$ cat src/rtl/i2s_rx.sv
// I2S / left-justified serial audio receiver: synchronizes the async bus, assembles
// left/right words and presents complete stereo pairs with frame-error and lock tracking.
module i2s_rx #(
    parameter int WIDTH   = 16,
    parameter int DELAY   = 0,
    parameter int TIMEOUT = 255
) (
    input  logic             clk,
    input  logic             pll_lock,
    input  logic             i2s_bck,
    input  logic             i2s_ws,
    input  logic             i2s_din,
    output logic [WIDTH-1:0] audio_l,
    output logic [WIDTH-1:0] audio_r,
    output logic             sample_valid,
    output logic             frame_err,
    output logic             locked
);

    localparam int CW = $clog2(WIDTH + 1);
    localparam int TW = $clog2(TIMEOUT + 1);
    localparam logic [CW-1:0] CNT_FULL = CW'(WIDTH);
    localparam logic [CW-1:0] CNT_LAST = CW'(WIDTH - 1);
    localparam logic [TW-1:0] TMO_MAX  = TW'(TIMEOUT);
    localparam logic [TW-1:0] TMO_LAST = TW'(TIMEOUT - 1);

    typedef enum logic {HUNT = 1'b0, RUN = 1'b1} state_e;

    logic [2:0]       bck_sync_q;
    logic [1:0]       ws_sync_q, din_sync_q;
    state_e           state_q, state_d;
    logic             ws_prev_q, ws_prev_d, prev_ok_q, prev_ok_d;
    logic [CW-1:0]    cnt_q, cnt_d, cnt_base;
    logic [WIDTH-2:0] word_q, word_d;
    logic [WIDTH-1:0] word_n, hold_q, hold_d;
    logic             left_ok_q, left_ok_d, seen_q, seen_d, locked_q, locked_d;
    logic [TW-1:0]    tmo_q, tmo_d;
    logic [WIDTH-1:0] audio_l_q, audio_l_d, audio_r_q, audio_r_d;
    logic             valid_q, valid_d, ferr_q, ferr_d;
    logic             bck_rise, ws_s, din_s, ws_chg, shift_en;

    assign bck_rise = bck_sync_q[1] & ~bck_sync_q[2];
    assign ws_s     = ws_sync_q[1];
    assign din_s    = din_sync_q[1];
    assign ws_chg   = prev_ok_q & (ws_s ^ ws_prev_q);
    assign word_n   = {word_q, din_s};

    // Two-flop synchronizers; the third bck flop feeds the rising-edge detector.
    always_ff @(posedge clk or negedge pll_lock) begin
        if (!pll_lock) begin
            bck_sync_q <= 3'b000;
            ws_sync_q  <= 2'b00;
            din_sync_q <= 2'b00;
        end else begin
            bck_sync_q <= {bck_sync_q[1:0], i2s_bck};
            ws_sync_q  <= {ws_sync_q[0], i2s_ws};
            din_sync_q <= {din_sync_q[0], i2s_din};
        end
    end

    // Word framing, pair assembly, lock and timeout next-state logic.
    always_comb begin
        state_d   = state_q;
        ws_prev_d = ws_prev_q;
        prev_ok_d = prev_ok_q;
        cnt_d     = cnt_q;
        cnt_base  = cnt_q;
        word_d    = word_q;
        hold_d    = hold_q;
        left_ok_d = left_ok_q;
        seen_d    = seen_q;
        locked_d  = locked_q;
        tmo_d     = tmo_q;
        audio_l_d = audio_l_q;
        audio_r_d = audio_r_q;
        valid_d   = 1'b0;
        ferr_d    = 1'b0;
        shift_en  = 1'b0;
        if (bck_rise) begin
            tmo_d     = '0;
            ws_prev_d = ws_s;
            prev_ok_d = 1'b1;
            if (ws_chg) begin
                state_d  = RUN;
                cnt_base = '0;
                shift_en = (DELAY == 0);
                if ((state_q == RUN) && (cnt_q != CNT_FULL)) begin
                    ferr_d    = 1'b1;
                    left_ok_d = 1'b0;
                    seen_d    = 1'b0;
                    locked_d  = 1'b0;
                end else begin
                    ferr_d = 1'b0;
                end
            end else begin
                shift_en = (state_q == RUN);
            end
            cnt_d = cnt_base;
            if (shift_en && (cnt_base != CNT_FULL)) begin
                word_d = word_n[WIDTH-2:0];
                cnt_d  = cnt_base + CW'(1);
                // A word completes on its last counted bit, not on the following ws change.
                if (cnt_base == CNT_LAST) begin
                    if (!ws_s) begin
                        hold_d    = word_n;
                        left_ok_d = 1'b1;
                    end else if (left_ok_d) begin
                        audio_l_d = hold_q;
                        audio_r_d = word_n;
                        valid_d   = 1'b1;
                        left_ok_d = 1'b0;
                        if (seen_d) begin
                            locked_d = 1'b1;
                        end else begin
                            seen_d = 1'b1;
                        end
                    end else begin
                        left_ok_d = 1'b0;
                    end
                end else begin
                    hold_d = hold_q;
                end
            end else begin
                word_d = word_q;
            end
        end else if (tmo_q != TMO_MAX) begin
            tmo_d = tmo_q + TW'(1);
            if (tmo_q == TMO_LAST) begin
                state_d   = HUNT;
                prev_ok_d = 1'b0;
                left_ok_d = 1'b0;
                seen_d    = 1'b0;
                locked_d  = 1'b0;
            end else begin
                state_d = state_q;
            end
        end else begin
            tmo_d = TMO_MAX;
        end
    end

    // State and registered outputs.
    always_ff @(posedge clk or negedge pll_lock) begin
        if (!pll_lock) begin
            state_q   <= HUNT;
            ws_prev_q <= 1'b0;
            prev_ok_q <= 1'b0;
            cnt_q     <= '0;
            word_q    <= '0;
            hold_q    <= '0;
            left_ok_q <= 1'b0;
            seen_q    <= 1'b0;
            locked_q  <= 1'b0;
            tmo_q     <= '0;
            audio_l_q <= '0;
            audio_r_q <= '0;
            valid_q   <= 1'b0;
            ferr_q    <= 1'b0;
        end else begin
            state_q   <= state_d;
            ws_prev_q <= ws_prev_d;
            prev_ok_q <= prev_ok_d;
            cnt_q     <= cnt_d;
            word_q    <= word_d;
            hold_q    <= hold_d;
            left_ok_q <= left_ok_d;
            seen_q    <= seen_d;
            locked_q  <= locked_d;
            tmo_q     <= tmo_d;
            audio_l_q <= audio_l_d;
            audio_r_q <= audio_r_d;
            valid_q   <= valid_d;
            ferr_q    <= ferr_d;
        end
    end

    assign audio_l      = audio_l_q;
    assign audio_r      = audio_r_q;
    assign sample_valid = valid_q;
    assign frame_err    = ferr_q;
    assign locked       = locked_q;

endmodule

$ cat config.mk
export PLATFORM = sky130hd
export DESIGN_NAME = i2s_rx
export DESIGN_NICKNAME = d
export VERILOG_FILES = /design/src/rtl/i2s_rx.sv
export SDC_FILE = /design/constraint.sdc
export NUM_CORES = 1
export LEC_CHECK = 0
export CELL_PAD_IN_SITES_DETAIL_PLACEMENT = 1
export CELL_PAD_IN_SITES_GLOBAL_PLACEMENT = 1
export CORE_MARGIN = 5
export CORE_UTILIZATION = 50
export CTS_CLUSTER_SIZE = 12
export DETAILED_ROUTE_END_ITERATION = 8
export GPL_TIMING_DRIVEN = 0
export PLACE_DENSITY_LB_ADDON = 0.1
export SLEW_MARGIN = 10
export SYNTH_ARGS = -nofsm -noshare
export SYNTH_HDL_FRONTEND = slang
export SYNTH_SLANG_ARGS = --single-unit
$ cat constraint.sdc
create_clock -name clk -period 4.5 [get_ports clk]
set_input_delay 0.9 -clock clk [delete_from_list [all_inputs] [get_ports clk]]
set_output_delay 0.9 -clock clk [all_outputs]
set_load 0.01 [all_outputs]
==> metrics.cfg, run 1 <==
[yosys]
synth_edf_count = 0
synth_seq_area_share = 0.613
avgSynthCellArea_sq_um = 14.7
async_flop_share = 1.00
yosysWarnings = 0
ys_seq_elements = 91
yosys-top-cells-count = dfrtp_1, mux2_2, nand2_1
synthCells = 253
synthFlopType = dfrtp_1
synth_top_area_frac = 0.613
syn_area_sq_um = 3720
synth.most_common_cell = dfrtp_1
mappedNetlistNets = 263
synth.area.top_cells = dfrtp_1, mux2_2, mux2_4
yosysTopAreaCell = dfrtp_1
ys_types = 46

[critical_path]
path_delay_family = simple AND/OR/NAND/NOR gates
path_max_fanout = 10
cp_slowest_cell = o22ai_2
r2r_cells = 13
rr_endpoint = audio_l[5]$_DFFE_PN0P_
crit_path_start_kind = flop
critPathArrivalTime_ns = 3.46
path_buf_inv = 2
reg2reg_from = ws_sync_q[1]$_DFF_PN0_
cpMostUsedCell = ha_1
cp_cell_sequence = xor2_2 > nand2_4 > nand2_1 > inv_1 > ha_1 > nand3_1 > nor2_1 > ha_1 > and3b_1 > nand4_1 > o22ai_2 > buf_6 > mux2_2
crit_type = reg2reg
max_stage_delay_ns = 0.49
worst_setup_path_end_kind = flop
rrSetupSlack_ns = 1.28
required_ns = 4.74

[global_routing]
grt_pass1_vias = 2375
antenna_found_initial = 0
grt_first_pass_wirelength_mm = 12.1
grt_usage = 0.174
globalRouteOverflowTotal = 0
grt_max_degree = 66

[route]
dr_total_vias = 2186
drc = 0
drt-total-wl_mm = 7.19
viasPerCell = 5.37
drtIter0Drc = 48
post_drt_wl_per_cell_um = 17.7
dr.pass1.iters = 4
ant_nets = 0

[pwr]
peakVddDrop_mv = 0.237
pwr_density_cell_nw_per_um2 = 405
leakagePower_uw = 0.00211
p_total_uw = 1820

[floorplan]
die_y_um = 96.2
start_util = 0.512
pin_count = 40
coreArea_sq_um = 7250
rows = 31
die_w_um = 96.2
dieArea_sq_um = 9260

[layout]
diodes = 0
final_layout_size_suffix_gt1_frac = 0.325
areaGrowthSynthToFinish_pct = 20.9
fill_cells = 687
nets = 314

[min_path]
hp-start = ws_sync_q[0]$_DFF_PN0_
min_path_type = reg2reg
timing.hold.worst_path_depth = 0
hold-path-endpoint = ws_sync_q[1]$_DFF_PN0_

[outcome]
status = complete, no violations

[clocking]
clockBufferDepth = 2
cts_root_buf = clkbuf_8
insertion_delay_ns = 0.36
cts_resized = 0
cts_max_level = 3
cts_tree = done
cts_buffers = 9
post-cts-setup-buffer-count = 0
clk_pin_slew_worst_paths_ns = 0.09
numClockSinks = 91
cts_hold_buf = 0

[placed_design]
post-place-ws_ns = 1.28
globalplace.congestion = 0.762
hpwlAfterDp_mm = 4.98
io_buffers = 39

[timing]
hold_viol = 0
setup_slack_ns = 1.28
fmax_mhz = 310
rsz0062_at_grt = false
setup_tns_ns = 0
tightest_slew_ns = 0.578
timing.final.crit_share = 0.717
period_minus_slack_ns = 3.22
clock_skew_ns = 0.00977
hold_ws_ns = 0.356
relSlewSlack = 0.614
setup_viol = 0
drv_slew = 0

[flow_run]
maxCapViolCount = 0

-- registers in the layout (all words and copies together) (netlist names), 2 cells and up --
name / count
din_sync_q: 2
word_q: 15
hold_q: 16
cnt_q: 5
bck_sync_q: 3
tmo_q: 8
audio_r: 16
ws_sync_q: 2
audio_l: 16
-- where the power goes --
group / internal [uW] / leakage [uW] / total [uW] / switching, uW
clock network: 367 / 0.000115 / 653 / 285
logic: 94.8 / 0.000783 / 180 / 85.6
registers: 900 / 0.00121 / 986 / 86.0
total: 1360 / 0.00211 / 1820 / 457
-- cell families (layout without fill, tap and decap cells) --
family	after synthesis	count (layout)	synth area share
DFF	91	91	0.613
xor gates and xnor gates	5	5	0.0138
buffers and inverters	18	73	0.0296
AOI/OAI and AO/OA	26	26	0.0535
muxes	67	67	0.211
adders and majority gates	5	5	0.0168
and+or+nand+nor	41	41	0.0620
-- cell usage in the layout, fill, tap and decap left out, types with 2 or more instances in the layout --
cell type	netlist	layout
and3_1	2	2
buf_6	3	3
o32ai_1	2	2
mux2_4	9	9
mux2i_1	2	2
dfrtp_1	91	91
nor2_1	3	3
nand4_1	3	3
o21ai_0	4	4
clkinv_4	0	2
ha_1	5	5
nand3_1	6	6
buf_4	1	2
a21oi_1	7	7
clkbuf_8	0	9
xnor2_1	3	3
a31oi_1	2	2
nand2_1	14	14
clkbuf_1	2	2
inv_1	11	11
bufinv_16	0	3
mux2_2	56	56
clkdlybuf4s50_1	0	38
-- final cells by class --
| type | count | area, sq um | area share |
|---|---|---|---|
| clock buffer | 9 | 124 | 0.0276 |
| tap | 99 | 124 | 0.0276 |
| clock inverter | 6 | 115 | 0.0256 |
| buffer | 7 | 68.8 | 0.0153 |
| sequential | 91 | 2280 | 0.507 |
| multi-input combinational | 144 | 1330 | 0.296 |
| inverter | 11 | 41.3 | 0.00919 |
| timing repair buffer | 40 | 415 | 0.0924 |
-- metrics by stage --
stage                      util  area (sq um)  std cells
after detailed placement  0.587          4260        392
after floorplan               -          3720        253
after CTS                 0.620          4490        407
after global routing      0.620          4490        407
final                     0.620          4490        407
after global placement    0.583          4230        391
-- worst max path at each step --
stage,start,to,cells past startpoint
3_3_place_gp,pll_lock,audio_l[1]$_DFFE_PN0P_,1
3_5_place_dp,ws_sync_q[1]$_DFF_PN0_,audio_l[11]$_DFFE_PN0P_,13
2_1_floorplan,ws_sync_q[1]$_DFF_PN0_,audio_l[0]$_DFFE_PN0P_,13
6_report,ws_sync_q[1]$_DFF_PN0_,audio_l[5]$_DFFE_PN0P_,13
4_1_cts,ws_sync_q[1]$_DFF_PN0_,audio_l[5]$_DFFE_PN0P_,13
5_1_grt,ws_sync_q[1]$_DFF_PN0_,audio_l[5]$_DFFE_PN0P_,13
-- metal layers --
metal | part of all wire | GRT usage | vias to the layer above
li1 | - | - | 995
met3 | 0.035 | 0.0328 | 13
met4 | 0.020 | 0.0782 | 0
met1 | 0.46 | 0.235 | 1138
met5 | 0 | 0 | -
met2 | 0.49 | 0.274 | 40
(Power assumes the default switching activity.)
==> run 2, diff against run 1 <==
--- a/config.mk
+++ b/config.mk
@@ -8,7 +8,7 @@
 export CELL_PAD_IN_SITES_DETAIL_PLACEMENT = 1
 export CELL_PAD_IN_SITES_GLOBAL_PLACEMENT = 1
 export CORE_MARGIN = 5
-export CORE_UTILIZATION = 50
+export CORE_UTILIZATION = 42
 export CTS_CLUSTER_SIZE = 12
 export DETAILED_ROUTE_END_ITERATION = 8
 export GPL_TIMING_DRIVEN = 0
==> constraint.sdc (replaced) <==
create_clock -name clk -period 2.88 [get_ports clk]
set_input_delay 0.576 -clock clk [delete_from_list [all_inputs] [get_ports clk]]
set_output_delay 0.576 -clock clk [all_outputs]
set_load 0.01 [all_outputs]
==> run 2 against run 1 <==
Sequential power up 56%. Register-to-register slack got worse by 1.2 ns. Global-route usage fell by 3.2 points. Via count rose by 0.23%. Clock skew grew 0.0012 ns. Maximum frequency up 16%. Flip-flop and latch count did not move. Design area rose by 3.1%. Non-clock buffer count rose by 11. Critical endpoint is now audio_r[14]$_DFFE_PN0P_. Highest routed layer unchanged.
==> metrics.cfg, run 2 (synthesis gave the netlist of run 1 again) <==
[critical_path]
max_stage_delay_ns = 0.47  ; was 0.49 ns
cp_slowest_cell = dfrtp_2  ; was o22ai_2
required_ns = 3.11  ; was 4.74 ns
worstSetupPathDepth = 14  ; was 13
reg2reg_from = ws_sync_q[1]$_DFF_PN0_  ; unchanged
critPathArrivalTime_ns = 3.00  ; was 3.46 ns
path_delay_family = simple AND/OR/NAND/NOR gates  ; unchanged
crit_path_start_kind = flop  ; unchanged
worst_setup_path_end_kind = flop  ; unchanged
crit_start = ws_sync_q[1]$_DFF_PN0_  ; unchanged
cp_cell_sequence = xor2_4 > nand2_4 > nand2_1 > inv_1 > ha_4 > nand3_1 > nor2_1 > ha_2 > and3b_1 > nand4_1 > o22ai_4 > buf_12 > buf_4 > mux2_2  ; was xor2_2 > nand2_4 > nand2_1 > inv_1 > ha_1 > nand3_1 > nor2_1 > ha_1 > and3b_1 > nand4_1 > o22ai_2 > buf_6 > mux2_2
rr_endpoint = audio_r[14]$_DFFE_PN0P_  ; was audio_l[5]$_DFFE_PN0P_
crit_type = reg2reg  ; unchanged
r2r_cells = 14  ; was 13
cp-endpoint = audio_r[14]$_DFFE_PN0P_  ; was audio_l[5]$_DFFE_PN0P_
path_max_fanout = 5  ; was 10
path_buf_inv = 3  ; was 2
rrSetupSlack_ns = 0.11  ; was 1.28 ns

[timing]
timing.final.crit_share = 0.963  ; was 0.717
setup_viol = 0  ; unchanged
hold_viol = 0  ; unchanged
relSlewSlack = 0.662  ; was 0.614
hold_ws_ns = 0.150  ; was 0.356 ns
fmax_mhz = 360  ; was 310 MHz
clock_skew_ns = 0.0110  ; was 0.00977 ns
tightest_slew_ns = 0.506  ; was 0.578 ns
period_minus_slack_ns = 2.77  ; was 3.22 ns
drv_slew = 0  ; unchanged

[layout]
nets = 325  ; was 314
mostFrequentLayoutCell = dfrtp_1  ; unchanged
areaGrowthSynthToFinish_pct = 24.7  ; was 20.9%
postLayoutCoreUtil = 0.534  ; was 0.620
final_layout_size_suffix_gt1_frac = 0.359  ; was 0.325
final_cell_mix = dfrtp_1, mux2_2, clkdlybuf4s50_1  ; unchanged
diodes = 0  ; unchanged

[clocking]
clockBufferDepth = 2  ; unchanged
cts_tree = done  ; unchanged
numClockSinks = 91  ; unchanged
clk_pin_slew_worst_paths_ns = 0.09  ; about the same
cts_buffers = 9  ; unchanged
insertion_delay_ns = 0.35  ; was 0.36 ns
cts_root_buf = clkbuf_8  ; unchanged
cts_max_level = 3  ; unchanged

[pwr]
pwr_density_cell_nw_per_um2 = 585  ; was 405 nW/um^2
peakVddDrop_mv = 0.274  ; was 0.237 mV
leakagePower_uw = 0.00216  ; was 0.00211 uW

[floorplan]
die_w_um = 104  ; was 96.2 um
dieArea_sq_um = 10800  ; was 9260 sq um
die_y_um = 104  ; was 96.2 um
start_util = 0.428  ; was 0.512
rows = 34  ; was 31
coreArea_sq_um = 8680  ; was 7250 sq um
pin_count = 40  ; unchanged

[placed_design]
io_buffers = 39  ; unchanged
hpwlAfterDp_mm = 4.95  ; was 4.98 mm
globalplace.congestion = 0.796  ; was 0.762

[route]
viasPerCell = 5.12  ; was 5.37
ant_nets = 0  ; unchanged
dr.pass1.iters = 4  ; unchanged
drtIter0Drc = 54  ; was 48
post_drt_wl_per_cell_um = 17.1  ; was 17.7 um
drc = 0  ; unchanged
dr_total_vias = 2191  ; was 2,186
wl_met3_um = 241  ; was 250 um
top_layer = met4  ; unchanged
drt-total-wl_mm = 7.33  ; was 7.19 mm
wl_met1_mm = 3.53  ; was 3.28 mm
met2_length_mm = 3.44  ; was 3.52 mm

[global_routing]
grt_pass1_vias = 2447  ; was 2,375
globalRouteOverflowTotal = 0  ; unchanged
grt_first_pass_wirelength_mm = 12.5  ; was 12.1 mm
grt_usage = 0.142  ; was 0.174
antenna_found_initial = 0  ; unchanged
grt_max_degree = 64  ; was 66

[flow_run]
maxCapViolCount = 0  ; unchanged

[outcome]
status = complete, no violations  ; unchanged

[min_path]
min_path_type = in2async  ; was reg2reg

[run 2: timing repair]
item,CTS,global route
pin swaps,2,5
endpoints found under the setup margin,45,32
setup buffers,3,7
hold buffers,0,0
resized for setup,3,9
cloned,0,1
[run 2: report_power, final]
| group | total, uW | internal, uW | switching [uW] |
|---|---|---|---|
| Combinational | 300 | 161 | 139 |
| Clock | 875 | 411 | 464 |
| Sequential | 1540 | 1410 | 131 |
[run 2: worst min path at each step]
stage,from,end,slack [ns],cells after the start
CTS,pll_lock,bck_sync_q[1]$_DFF_PN0_,0.16,1
finish,pll_lock,bck_sync_q[2]$_DFF_PN0_,0.15,1
global route,pll_lock,audio_l[3]$_DFFE_PN0P_,0.17,1
detailed placement,bck_sync_q[0]$_DFF_PN0_,bck_sync_q[1]$_DFF_PN0_,0.34,0
global placement,bck_sync_q[0]$_DFF_PN0_,bck_sync_q[1]$_DFF_PN0_,0.33,0
floorplan,pll_lock,audio_l[0]$_DFFE_PN0P_,0.28,0
[run 2: final cells by class]
class	count	area, sq um
Buffer	7	90.1
Clock buffer	10	128
Clock inverter	6	72.6
Fill cell	872	4040
Inverter	11	41.3
Multi-Input combinational cell	144	1360
Sequential cell	91	2280
Tap cell	108	135
Timing Repair Buffer	51	528
[run 2: metal layers]
layer / vias up / GRT usage
li1: 1026 / -
met1: 1116 / 0.192
met2: 37 / 0.226
met3: 12 / 0.0323
met4: 0 / 0.0472
met5: - / 0
[run 2: per-stage QoR]
| stage | instances | power, uW | area [sq um] | TNS [ns] | setup WS [ns] |
|---|---|---|---|---|---|
| finish | 428 | 2710 | 4640 | 0 | 0.106 |
| global route | 428 | 2860 | 4640 | -0.0871 | -0.0190 |
| CTS | 420 | 2730 | 4500 | -0.0434 | -0.0105 |
| detailed placement | 401 | 1850 | 4270 | -7.72 | -0.252 |
| global placement | 400 | 1830 | 4240 | -206.22 | -2.20 |
| floorplan | 253 | 1720 | 3720 | 0 | 0.232 |
==> run 3, diff against run 2 <==
--- a/config.mk
+++ b/config.mk
@@ -8,7 +8,8 @@
 export CELL_PAD_IN_SITES_DETAIL_PLACEMENT = 1
 export CELL_PAD_IN_SITES_GLOBAL_PLACEMENT = 1
 export CORE_MARGIN = 5
-export CORE_UTILIZATION = 42
+export CORE_UTILIZATION = 44
+export CTS_BUF_LIST = sky130_fd_sc_hd__clkbuf_8
 export CTS_CLUSTER_SIZE = 12
 export DETAILED_ROUTE_END_ITERATION = 8
 export GPL_TIMING_DRIVEN = 0
==> run 3 against run 2 <==
First-iteration DRC count shrank 17%. Critical path depth is the same. Sequential power is essentially flat. Sequential share of layout area shrank 0.35 points. Register-to-register slack lost 0.03 ns. Total power grew 1.5%.
==> metrics.cfg, run 3 (synthesis gave the netlist of run 1 again) <==
[route]
viasPerCell = 5.16  ; was 5.12
drtIter0Drc = 45  ; was 54
dr.pass1.iters = 4  ; unchanged
drc = 0  ; unchanged
drt-total-wl_mm = 7.70  ; was 7.33 mm
ant_nets = 0  ; unchanged
dr_total_vias = 2210  ; was 2,191
post_drt_wl_per_cell_um = 18.0  ; was 17.1 um

[layout]
nets = 328  ; was 325
areaGrowthSynthToFinish_pct = 25.7  ; was 24.7%
postLayoutCellArea_sq_um = 4670  ; was 4640 sq um
regArea_sq_um = 2280  ; about the same
fill_cells = 801  ; was 872
diodes = 0  ; unchanged
multi_input_area_sq_um = 1390  ; was 1360 sq um
final_layout_size_suffix_gt1_frac = 0.378  ; was 0.359
mostFrequentLayoutCell = dfrtp_1  ; unchanged
final_cell_mix = dfrtp_1, mux2_2, clkdlybuf4s50_1  ; unchanged

[global_routing]
antenna_found_initial = 0  ; unchanged
grt_pass1_vias = 2356  ; was 2,447
globalRouteOverflowTotal = 0  ; unchanged
grt_usage = 0.157  ; was 0.142
grt_max_degree = 48  ; was 64
grt_first_pass_wirelength_mm = 12.5  ; about the same

[outcome]
status = complete, no violations  ; unchanged

[clocking]
insertion_delay_ns = 0.35  ; about the same
clk_pin_slew_worst_paths_ns = 0.09  ; about the same
clockBufferDepth = 2  ; unchanged
cts_root_buf = clkbuf_8  ; unchanged
cts_hold_buf = 0  ; unchanged
cts_tree = done  ; unchanged
cts_buffers = 9  ; unchanged
cts_max_level = 3  ; unchanged
numClockSinks = 91  ; unchanged

[critical_path]
reg2reg_from = ws_sync_q[1]$_DFF_PN0_  ; unchanged
crit_type = reg2reg  ; unchanged
crit_path_start_kind = flop  ; unchanged
max_stage_delay_ns = 0.46  ; was 0.47 ns
critPathArrivalTime_ns = 3.05  ; was 3.00 ns
cp_cell_sequence = xor2_4 > nand2_4 > nand2_4 > inv_2 > ha_4 > nand3_1 > nor2_1 > ha_2 > and3b_1 > nand4_1 > o22ai_4 > buf_6 > clkbuf_16 > mux2_2  ; was xor2_4 > nand2_4 > nand2_1 > inv_1 > ha_4 > nand3_1 > nor2_1 > ha_2 > and3b_1 > nand4_1 > o22ai_4 > buf_12 > buf_4 > mux2_2
crit_start = ws_sync_q[1]$_DFF_PN0_  ; unchanged
required_ns = 3.12  ; was 3.11 ns
cpMostUsedCell = nand2_4
cp_slowest_cell = dfrtp_2  ; unchanged
path_max_fanout = 5  ; unchanged
worst_setup_path_end_kind = flop  ; unchanged

[timing]
rsz0062_at_grt = true
tightest_slew_ns = 0.631  ; was 0.506 ns
drv_slew = 0  ; unchanged
clock_skew_ns = 0.0142  ; was 0.0110 ns
hold_viol = 0  ; unchanged
timing.final.crit_share = 0.974  ; was 0.963
setup_tns_ns = 0  ; unchanged
period_minus_slack_ns = 2.80  ; was 2.77 ns
fmax_mhz = 357  ; was 360 MHz
setup_viol = 0  ; unchanged
relSlewSlack = 0.579  ; was 0.662

[placed_design]
hpwlAfterDp_mm = 5.01  ; was 4.95 mm
post_dp_cell_area_sq_um = 4260  ; was 4270 sq um
io_buffers = 39  ; unchanged
globalplace.congestion = 0.754  ; was 0.796

[floorplan]
rows = 33  ; was 34
coreArea_sq_um = 8220  ; was 8680 sq um
die_w_um = 102  ; was 104 um
pin_count = 40  ; unchanged
dieArea_sq_um = 10400  ; was 10,800 sq um
start_util = 0.452  ; was 0.428
die_y_um = 102  ; was 104 um

[pwr]
pwr_density_cell_nw_per_um2 = 589  ; was 585 nW/um^2
peakVddDrop_mv = 0.259  ; was 0.274 mV
p_int_uw = 1990  ; was 1980 uW
combPwrFrac = 0.117  ; was 0.111
p_clk_frac = 0.320  ; was 0.323
switchingPower_uw = 766  ; was 734 uW
leakagePower_uw = 0.00218  ; was 0.00216 uW
pwr-share-seq = 0.563  ; was 0.567
swShare = 0.278  ; was 0.270

[min_path]
min_path_type = in2async  ; unchanged

[flow_run]
maxCapViolCount = 0  ; unchanged

-- run 3: worst max-delay path, delay by kind of cell, from the launching register on --
family / cells / cell delay (ns)
mux: 1 / 0.32
xor+xnor: 1 / 0.21
compound gates: 1 / 0.23
fa+ha+maj: 2 / 0.33
flops: 1 / 0.46
simple gates: 6 / 0.75
buf+inv: 3 / 0.38
-- run 3: layout make-up --
class / count / area share
tap: 105 / 0.0281
timing repair buffer: 54 / 0.118
clock inverter: 7 / 0.0161
multi-input combinational: 144 / 0.296
inverter: 11 / 0.00884
sequential: 91 / 0.488
clock buffer: 9 / 0.0265
buffer: 7 / 0.0185
-- run 3: per-stage QoR --
stage	power [uW]	instances	utilization	setup WS [ns]	hold WS (ns)
floorplan	1720	253	-	0.232	0.280
global placement	1830	397	0.516	-2.14	0.333
detailed placement	1850	398	0.519	-0.289	0.339
CTS	2740	417	0.547	-0.00974	0.252
global route	2900	428	0.569	-0.0473	0.272
finish	2750	428	0.569	0.0760	0.230
-- run 3: routing by layer --
metal  track usage  part of all wire  vias to the layer above
met3        0.0300             0.030                        6
li1              -                 -                     1016
met2         0.246              0.48                       32
met5             0                 0                        -
met1         0.216              0.48                     1156
met4        0.0636             0.012                        0
-- run 3: timing repair --
item                       in CTS  in global routing
resized for setup               2                 23
pin swaps                       2                  7
setup endpoints to repair      43                 43
gates cloned                    0                  1
buffers inserted                3                 10
-- run 3: worst paths after layout --
path | endpoint | slack (ns) | cells past startpoint
hold reg to reg | bck_sync_q[1]$_DFF_PN0_ | 0.36 | 0
hold / removal | tmo_q[3]$_DFF_PN0_ | 0.23 | 1
min in group clk | bck_sync_q[1]$_DFF_PN0_ | 0.36 | 0
max in group asynchronous | word_q[1]$_DFFE_PN0P_ | 2.02 | 2
setup reg to reg | audio_r[0]$_DFFE_PN0P_ | 0.08 | 14
setup / recovery | audio_r[0]$_DFFE_PN0P_ | 0.08 | 14
-- run 3: power groups by stage --
stage          clock network (uW)  logic (uW)  registers [uW]
6_report                      880         323            1550
3_3_place_gp                    0         266            1560
2_1_floorplan                   0         206            1520
3_5_place_dp                    0         284            1570
4_1_cts                       908         290            1540
5_1_grt                       966         358            1570
